==> config.mk <==
export PLATFORM = sky130hd
export DESIGN_NAME = interrupt_request_capture
export DESIGN_NICKNAME = d
export VERILOG_FILES = /design/src/rtl/interrupt_request_capture.sv
export SDC_FILE = /design/constraint.sdc
export NUM_CORES = 1
export LEC_CHECK = 0
export CORE_UTILIZATION = 25
export DETAILED_ROUTE_END_ITERATION = 8
export SLEW_MARGIN = 20
export SYNTH_ARGS = -nofsm -noshare
export SYNTH_HDL_FRONTEND = slang
export SYNTH_SLANG_ARGS = --single-unit
==> constraint.sdc <==
create_clock -name clk -period 4.45 [get_ports clk]
set_clock_uncertainty 0.1 [all_clocks]
set_input_delay 0.89 -clock clk [delete_from_list [all_inputs] [get_ports clk]]
set_output_delay 0.89 -clock clk [all_outputs]
set_load 0.05 [all_outputs]
==> src/rtl/interrupt_request_capture.sv <==
// Interrupt capture front end: per-channel synchroniser, edge/level detect,
// sticky pending and overflow flags with software set/clear, and an event pulse.
module interrupt_request_capture #(
  parameter int N_INTERRUPTS = 32,
  parameter int SYNC_STAGES  = 2
) (
  input  logic                      clk,
  input  logic                      n_rst,
  input  logic [N_INTERRUPTS-1:0]   irq_in,
  input  logic [2*N_INTERRUPTS-1:0] mode,
  input  logic [N_INTERRUPTS-1:0]   enable,
  input  logic [N_INTERRUPTS-1:0]   sw_set,
  input  logic [N_INTERRUPTS-1:0]   sw_clear,
  output logic [N_INTERRUPTS-1:0]   pending,
  output logic [N_INTERRUPTS-1:0]   overflow,
  output logic [N_INTERRUPTS-1:0]   irq_pulse,
  output logic                      irq_any
);

  localparam logic [1:0] MODE_RISE  = 2'b00;
  localparam logic [1:0] MODE_FALL  = 2'b01;
  localparam logic [1:0] MODE_BOTH  = 2'b10;
  localparam logic [1:0] MODE_LEVEL = 2'b11;

  logic [N_INTERRUPTS-1:0] s_s;
  logic [N_INTERRUPTS-1:0] p_r;
  logic [N_INTERRUPTS-1:0] raw_s;
  logic [N_INTERRUPTS-1:0] edge_mode_s;
  logic [N_INTERRUPTS-1:0] evt_s;
  logic [N_INTERRUPTS-1:0] ovf_set_s;
  logic [N_INTERRUPTS-1:0] pending_r;
  logic [N_INTERRUPTS-1:0] overflow_r;
  logic [N_INTERRUPTS-1:0] irq_pulse_r;

  generate
    if (SYNC_STAGES == 0) begin : g_nosync
      assign s_s = irq_in;
    end else begin : g_sync
      logic [N_INTERRUPTS-1:0] sync_r [SYNC_STAGES];

      // Synchroniser chain; reset discards any in-flight samples.
      always_ff @(posedge clk or negedge n_rst) begin
        if (!n_rst) begin
          for (int k = 0; k < SYNC_STAGES; k++) begin
            sync_r[k] <= '0;
          end
        end else begin
          sync_r[0] <= irq_in;
          for (int k = 1; k < SYNC_STAGES; k++) begin
            sync_r[k] <= sync_r[k-1];
          end
        end
      end

      assign s_s = sync_r[SYNC_STAGES-1];
    end
  endgenerate

  // Per-channel raw event decode; p_r is shared across modes so a mode switch never fakes an edge.
  always_comb begin
    raw_s       = '0;
    edge_mode_s = '0;
    for (int i = 0; i < N_INTERRUPTS; i++) begin
      case (mode[2*i +: 2])
        MODE_RISE: begin
          raw_s[i]       = s_s[i] & ~p_r[i];
          edge_mode_s[i] = 1'b1;
        end
        MODE_FALL: begin
          raw_s[i]       = ~s_s[i] & p_r[i];
          edge_mode_s[i] = 1'b1;
        end
        MODE_BOTH: begin
          raw_s[i]       = s_s[i] ^ p_r[i];
          edge_mode_s[i] = 1'b1;
        end
        MODE_LEVEL: begin
          raw_s[i]       = s_s[i];
          edge_mode_s[i] = 1'b0;
        end
        default: begin
          raw_s[i]       = 1'b0;
          edge_mode_s[i] = 1'b0;
        end
      endcase
    end
  end

  assign evt_s     = raw_s & enable;
  // Level mode re-asserts every cycle, so only edge modes can report a lost event.
  assign ovf_set_s = evt_s & pending_r & ~sw_clear & edge_mode_s;

  // Detection history, sticky flags and the registered event pulse.
  always_ff @(posedge clk or negedge n_rst) begin
    if (!n_rst) begin
      p_r         <= '0;
      pending_r   <= '0;
      overflow_r  <= '0;
      irq_pulse_r <= '0;
    end else begin
      p_r         <= s_s;
      pending_r   <= (pending_r & ~sw_clear) | evt_s | sw_set;
      overflow_r  <= (overflow_r & ~sw_clear) | ovf_set_s;
      irq_pulse_r <= evt_s;
    end
  end

  assign pending   = pending_r;
  assign overflow  = overflow_r;
  assign irq_pulse = irq_pulse_r;
  assign irq_any   = |(pending_r & enable);

endmodule

==> results.md, run 1 <==
- Clock Power Share: 0.338
- Count of maximum capacitance violations: 0
- Setup TNS Final: 0 ns
- Number of enable-type register cells in the synthesized netlist: 0
- Slew margin rel.: 0.3801
- Clock Sink Count: 192
- Area Growth Syn to Fin: 49.52%
- CP Class: in -> out
- Leading area contributor after synthesis: dfrtp_1
- Vertical die dimension: 181.0 um
- Register bit total from synthesis: 192
- Area of the mapped netlist: 8008 sq um
- Weighted congestion at the end of routability-driven global placement: 0.7981
- Final setup margin: 0.9525 ns
- Worst min-delay path class: reg -> reg
- Share of post-route cells with drive strength above 1: 0.1039
- Core area: 31560 sq um
- Top FF cell, synth: dfrtp_1
- Initial antenna violation count: 1
- Areal power density over the cells: 350.0 nW/um^2
- Switching share of power: 0.2914
- Slowest stage cell, crit path: clkdlybuf4s50_1
- Critical path peak fanout: 3
- Length of the first detailed-routing pass in iterations: 4
- Clock insertion delay at the later pin of the skew report: 0.43 ns
- Setup violations, final: 0
- Num CTS Buffers: 17
- Largest net degree at the start of global routing: 109
- Leakage power figure: 0.005597 uW
- Portion of total power attributed to combinational logic: 0.205
- Post-detailed-routing wire length: 19920 um
- Final net count: 1189
- Synth async-reset ratio: 1.000
- Number of buffers added on ports: 290
- Most repeated cell in the gate-level netlist after synthesis: dfrtp_1
- Hold buffers post-CTS: 0
- Area share of the largest cell type after synthesis: 0.6000
- Internal: 2970 uW
- Reg-to-reg slack, setup: 2.62 ns
- H-tree levels: 4
- Average cell area after synthesis: 12.94 sq um
- Critical Path Most Common Cell: buf_4
- Number of buffers on the longest clock path: 2
- DRC errors left: 0
- Setup Buffers After CTS: 0
- TritonCTS clock tree: done
- Count of buffering cells on the critical path with inverters included: 3
- Fill cell total of the finished layout: 3081
- Gates resized, CTS repair: 0
- Library cells used by synthesis: 17
- Via-to-Cell Ratio: 4.152
- Vias after detailed routing: 5588
- Count of pins on the block boundary: 291
- Number of instances in the synthesized netlist: 619
- RSZ-0062 raised after global routing: false
- Die Wd: 181.0 um
- Starting Density: 0.2538
- Clock-pin transition on the worst setup and hold timing paths: 0.07 ns
- Area of the die: 32750 sq um
- Transition time of the tightest slew-check pin: 0.9299 ns
- Max Slew Vio Count: 0
- Final Power: 4191 uW
- Minimum period implied by the final worst setup slack: 3.497 ns
- Fmax: 285.9 MHz
- HPWL reported at the end of detailed placement: 15450 um
- Startpoint types: primary input
- Switching component of the power: 1221 uW
- Global-route wire length before repair: 31920 um
- Hold Violations, Final: 0
- Status: finished clean
- Cell types with the highest counts after synthesis: 192 x dfrtp_1, 125 x inv_1, 64 x ha_1
- Routed Antenna Nets: 0
- Delay contributed by the slowest stage of the critical path: 0.48 ns
- Sequential fraction of the synthesis area: 0.6000
- Worst IR Drop VDD: 0.0002259 V
- Cell Rows: 65
- Syn Nets: 877
- Average wire per standard cell: 14.80 um
- Period Utilization, post-route: 0.7859
- Critical path endpoint category: output pin
- Vias in the first global route: 5898
- Syn. warnings: 0
- Sequential share of power: 0.457
- 1st-iter DRT viols: 166
- Final global-route overflow total: 0
- Critical path data required time: 3.46 ns
- Critical path arrival: 2.51 ns
- Global router's overall resource usage: 0.1277
- Post-Place Setup Slack: 0.9029 ns
- Ordered cell list for the critical path: clkdlybuf4s50_1, a22oi_1, nand3_1, nor4_1, buf_4, nand2_1, buf_4
- Clock Tree Root: clkbuf_16
- Gate family responsible for the most delay along the worst path: buffers and inverters
- Biggest area contributors in the synthesized netlist: dfrtp_1 60%, ha_1 10%, mux4_2 8.2%
==> path summary, 6_finish.rpt <==
check | cells past startpoint | to | startpoint
min in group asynchronous | 1 | pending[27]$_DFF_PN0_ | n_rst
min | 0 | s_s[7]$_DFF_PN0_ | g_sync.sync_r[39]$_DFF_PN0_
max in group asynchronous | 2 | s_s[2]$_DFF_PN0_ | n_rst
max reg2reg | 5 | pending[14]$_DFF_PN0_ | s_s[14]$_DFF_PN0_
max | 7 | irq_any | enable[28]
min reg2reg | 0 | s_s[7]$_DFF_PN0_ | g_sync.sync_r[39]$_DFF_PN0_
==> per-layer routing <==
layer	part of all wire	global-route usage
met1	0.43	0.1556
met2	0.48	0.2100
met3	0.063	0.03991
met5	0	0
met4	0.020	0.05085
==> power by group through the flow <==
| stage | sequential, uW | clock (uW) | combinational [uW] |
|---|---|---|---|
| 4_1_cts | 1920 | 1490 | 873 |
| 6_report | 1920 | 1420 | 858 |
| 2_1_floorplan | 2170 | 0 | 212 |
| 3_3_place_gp | 1950 | 0 | 863 |
| 5_1_grt | 1930 | 1560 | 924 |
| 3_5_place_dp | 1950 | 0 | 870 |
==> stage by stage <==
step	std cells	utilization	hold WS [ns]	instance area, sq um
2_1_floorplan	619	-	0.2312	8008
6_report	1346	0.3794	0.2454	11970
4_1_cts	1345	0.3793	0.2484	11970
3_3_place_gp	1314	0.3628	0.2318	11450
3_5_place_dp	1314	0.3628	0.2347	11450
5_1_grt	1345	0.3793	0.2550	11970
==> worst register-to-register path, stage by stage (launching register included) <==
cell and delay [ns]:
dfrtp_1 0.41, ha_1 0.28, inv_1 0.03, mux4_2 0.48, and2_4 0.18, a211o_1 0.23
==> cell families (layout without fill, tap and decap cells) <==
| family | count (synthesis) | count (layout) | share of synthesized area |
|---|---|---|---|
| other | 0 | 1 | 0 |
| flip-flops | 192 | 192 | 0.6000 |
| adder cells (fa/ha/maj) | 64 | 64 | 0.1000 |
| multiplexers | 35 | 35 | 0.09000 |
| buffers and inverters | 125 | 449 | 0.05859 |
| AND/OR/NAND/NOR | 102 | 102 | 0.06906 |
| AO/OA/AOI/OAI | 101 | 101 | 0.08234 |
==> cell type report <==
| type | count | area (sq um) | area share |
|---|---|---|---|
| tap | 402 | 503.0 | 0.04201 |
| clock buffer | 19 | 432.9 | 0.03616 |
| multi-input combinational | 302 | 2734 | 0.2283 |
| timing repair buffer | 293 | 2939 | 0.2455 |
| inverter | 125 | 469.2 | 0.03919 |
| sequential | 192 | 4805 | 0.4013 |
| clock inverter | 12 | 87.58 | 0.007315 |
| antenna | 1 | 2.502 | 0.0002090 |
==> layout by cell type (no fill, tap or decap) <==
cell	Yosys	layout
clkbuf_8	0	1
nand4_1	5	5
mux2_2	6	6
a21oi_1	53	53
o2bb2ai_1	3	3
a22oi_1	3	3
o21ai_0	6	6
mux4_2	29	29
a41oi_1	4	4
clkinv_2	0	4
inv_6	0	4
clkdlybuf4s50_1	0	288
dfrtp_1	192	192
inv_1	125	125
nor2_1	29	29
clkbuf_1	0	2
buf_12	0	1
nand3_1	6	6
diode_2	0	1
clkinvlp_4	0	2
clkbuf_16	0	17
a211o_1	32	32
buf_4	0	3
clkinv_4	0	2
nand2_1	31	31
nor4_1	2	2
ha_1	64	64
and2_4	29	29
==> sequential cells by signal, indices dropped and copies added (netlist names) <==
name,flops
overflow,32
g_sync.sync_r,32
irq_pulse,32
s_s,32
pending,32
p_r,32
Power figures use the tool's default switching activity.
==> run 2: changes to the inputs <==
- clock period: 4.45 -> 2.9 ns (I/O delays scaled with it)
==> run 2 against run 1 <==
Net effect:
- non-clock buffer count is 3 higher
- die area stayed put
- critical path type unchanged
- worst hold slack got worse by 0.23 ns
- critical path depth did not move
- highest routed layer unchanged
- clock-buffer cell count increased by 2
- sequential power grew 53%
- flip-flop and latch count stayed put
- power is 63% higher
- sequential share of layout area decreased by 0.56 points
- combinational power grew 54%
==> results.md, run 2 (synthesis results as in run 1) <==
- Largest net degree at the start of global routing: 65 (-40%)
- Hold Violations, Final: 0 (unchanged)
- Vias after detailed routing: 5631 (+0.77%)
- Worst min-delay path class: in -> async
- Final setup margin: 0.1142 ns (-0.8383 ns)
- Delay contributed by the slowest stage of the critical path: 0.47 ns (about the same)
- Transition time of the tightest slew-check pin: 0.5917 ns (-0.3382 ns)
- Fmax: 359.0 MHz
- Clock insertion delay at the later pin of the skew report: 0.44 ns (about the same)
- Slew margin rel.: 0.6043 (+0.2242)
- 1st-iter DRT viols: 207 (+25%)
- TritonCTS clock tree: done
- Area of the die: 32750 sq um (unchanged)
- Minimum period implied by the final worst setup slack: 2.786 ns
- Global router's overall resource usage: 0.1281 (+0.0004084)
- Count of buffering cells on the critical path with inverters included: 3 (unchanged)
- Post-Place Setup Slack: 0.01004 ns (-0.8928 ns)
- Initial antenna violation count: 2 (+1)
- Global-route wire length before repair: 32040 um (+0.37%)
- Starting Density: 0.2538 (unchanged)
- Areal power density over the cells: 563.4 nW/um^2 (+61%)
- Count of maximum capacitance violations: 0 (unchanged)
- Post-layout utilization of the core: 0.3848 (+0.005393)
- Leakage power figure: 0.005677 uW (+1.4%)
- Final net count: 1192 (+0.25%)
- Critical path peak fanout: 3 (unchanged)
- Period Utilization, post-route: 0.9606
- Length of the first detailed-routing pass in iterations: 4 (unchanged)
- Status: finished clean
- Critical path data required time: 2.22 ns (-1.24 ns)
- Die Wd: 181.0 um (unchanged)
- Hold buffers post-CTS: 0 (unchanged)
- Critical path arrival: 2.11 ns (-0.40 ns)
- Final global-route overflow total: 0 (unchanged)
- CP Class: in -> out
- Core area: 31560 sq um (unchanged)
- Clock-pin transition on the worst setup and hold timing paths: 0.07 ns (about the same)
- Area Growth Syn to Fin: 51.64%
- Max Slew Vio Count: 0 (unchanged)
- Worst IR Drop VDD: 0.0003507 V (+55%)
- H-tree levels: 4 (unchanged)
- HPWL reported at the end of detailed placement: 15680 um (+1.5%)
- Ordered cell list for the critical path: clkdlybuf4s50_1, a22oi_1, nand3_1, nor4_2, buf_4, nand2_1, buf_4
- Weighted congestion at the end of routability-driven global placement: 0.7813 (-2.1%)
- Vertical die dimension: 181.0 um (unchanged)
- Average wire per standard cell: 14.79 um (-0.10%)
- Critical Path Most Common Cell: buf_4
- Leading cell types in the layout, fill and taps excluded: 288 x clkdlybuf4s50_1, 192 x dfrtp_1, 125 x inv_1
- Number of buffers on the longest clock path: 2 (unchanged)
- Clock Tree Root: clkbuf_16
- DRC errors left: 0 (unchanged)
- Routed Antenna Nets: 0 (unchanged)
- Share of post-route cells with drive strength above 1: 0.1099 (+0.006013)
- Num CTS Buffers: 17 (unchanged)
- Gate family responsible for the most delay along the worst path: buffers and inverters
- Vias in the first global route: 6070 (+2.9%)
- Setup violations, final: 0 (unchanged)
- Startpoint types: primary input
- Number of buffers added on ports: 290 (unchanged)
- Via-to-Cell Ratio: 4.174 (+0.55%)
- Cell Rows: 65 (unchanged)
- Clock Sink Count: 192 (unchanged)
- Commonest non-fill, non-tap cell in the layout: clkdlybuf4s50_1
- Post-detailed-routing wire length: 19950 um (+0.12%)
- Slowest stage cell, crit path: clkdlybuf4s50_1
- Critical path endpoint category: output pin
- Count of pins on the block boundary: 291 (unchanged)
==> run 2: cell types whose count changed in the layout (fill, tap and decap cells not counted), sizes merged <==
cell | previous run | this run
bufinv | 0 | 4
inv | 129 | 128
buf | 4 | 7
clkinvlp | 2 | 0
clkbuf | 20 | 22
clkinv | 6 | 3
==> run 2: worst paths after layout <==
path,start,end,slack (ns),depth (start not counted)
max in group asynchronous,n_rst,irq_pulse[3]$_DFF_PN0_,1.94,2
worst min-delay path,n_rst,p_r[27]$_DFF_PN0_,0.01,1
worst max register to register,s_s[9]$_DFF_PN0_,pending[9]$_DFF_PN0_,1.08,5
worst max-delay path,enable[28],irq_any,0.11,7
worst min register to register,g_sync.sync_r[57]$_DFF_PN0_,s_s[25]$_DFF_PN0_,0.24,0
min in group clk,g_sync.sync_r[57]$_DFF_PN0_,s_s[25]$_DFF_PN0_,0.24,0
==> run 2: worst register-to-register path, stage by stage (launching register included) <==
cell and delay, ns:
dfrtp_1 0.41, ha_1 0.28, inv_1 0.03, mux4_2 0.47
and2_4 0.18, a211o_1 0.23
==> run 2: cell type report <==
| type | count | area (sq um) |
|---|---|---|
| fillers | 3064 | 19410 |
| flip-flops and latches | 192 | 4805 |
| repair buffers | 296 | 2974 |
| multi-input cells | 302 | 2746 |
| well taps | 402 | 503.0 |
| clock buffers | 21 | 470.5 |
| inverters | 125 | 469.2 |
| clock inverters | 10 | 172.7 |
| diodes | 1 | 2.502 |
==> run 2: layer usage <==
metal | part of all wire | track usage | vias to the layer above
met1 | 0.42 | 0.1516 | 2714
met4 | 0.022 | 0.04881 | 0
met2 | 0.48 | 0.2088 | 182
met5 | 0 | 0 | -
met3 | 0.077 | 0.05080 | 25
li1 | - | - | 2710
==> run 2: stage by stage <==
step | TNS, ns | instance area, sq um | std cells | hold slack (ns) | total power, uW
after floorplan | 0 | 8008 | 619 | 0.1844 | 3658
after global placement | 0 | 11480 | 1317 | 0.2312 | 4317
after detailed placement | 0 | 11480 | 1317 | 0.2347 | 4332
after CTS | 0 | 12130 | 1348 | 0.01039 | 6995
after global routing | -0.01935 | 12140 | 1348 | 0.03209 | 7198
final | 0 | 12140 | 1349 | 0.01349 | 6842
==> run 2: power breakdown <==
part	internal, uW	total, uW	leakage (uW)	switching, uW
clock	1520	2580	0.000315	1050
combinational	618	1320	0.00306	704
sequential	2840	2940	0.00230	99.6
total	4980	6840	0.00568	1860
==> run 2: repair_timing <==
action	CTS	global route
resized for setup	0	2
buffers inserted	0	0
endpoints found under the setup margin	0	1
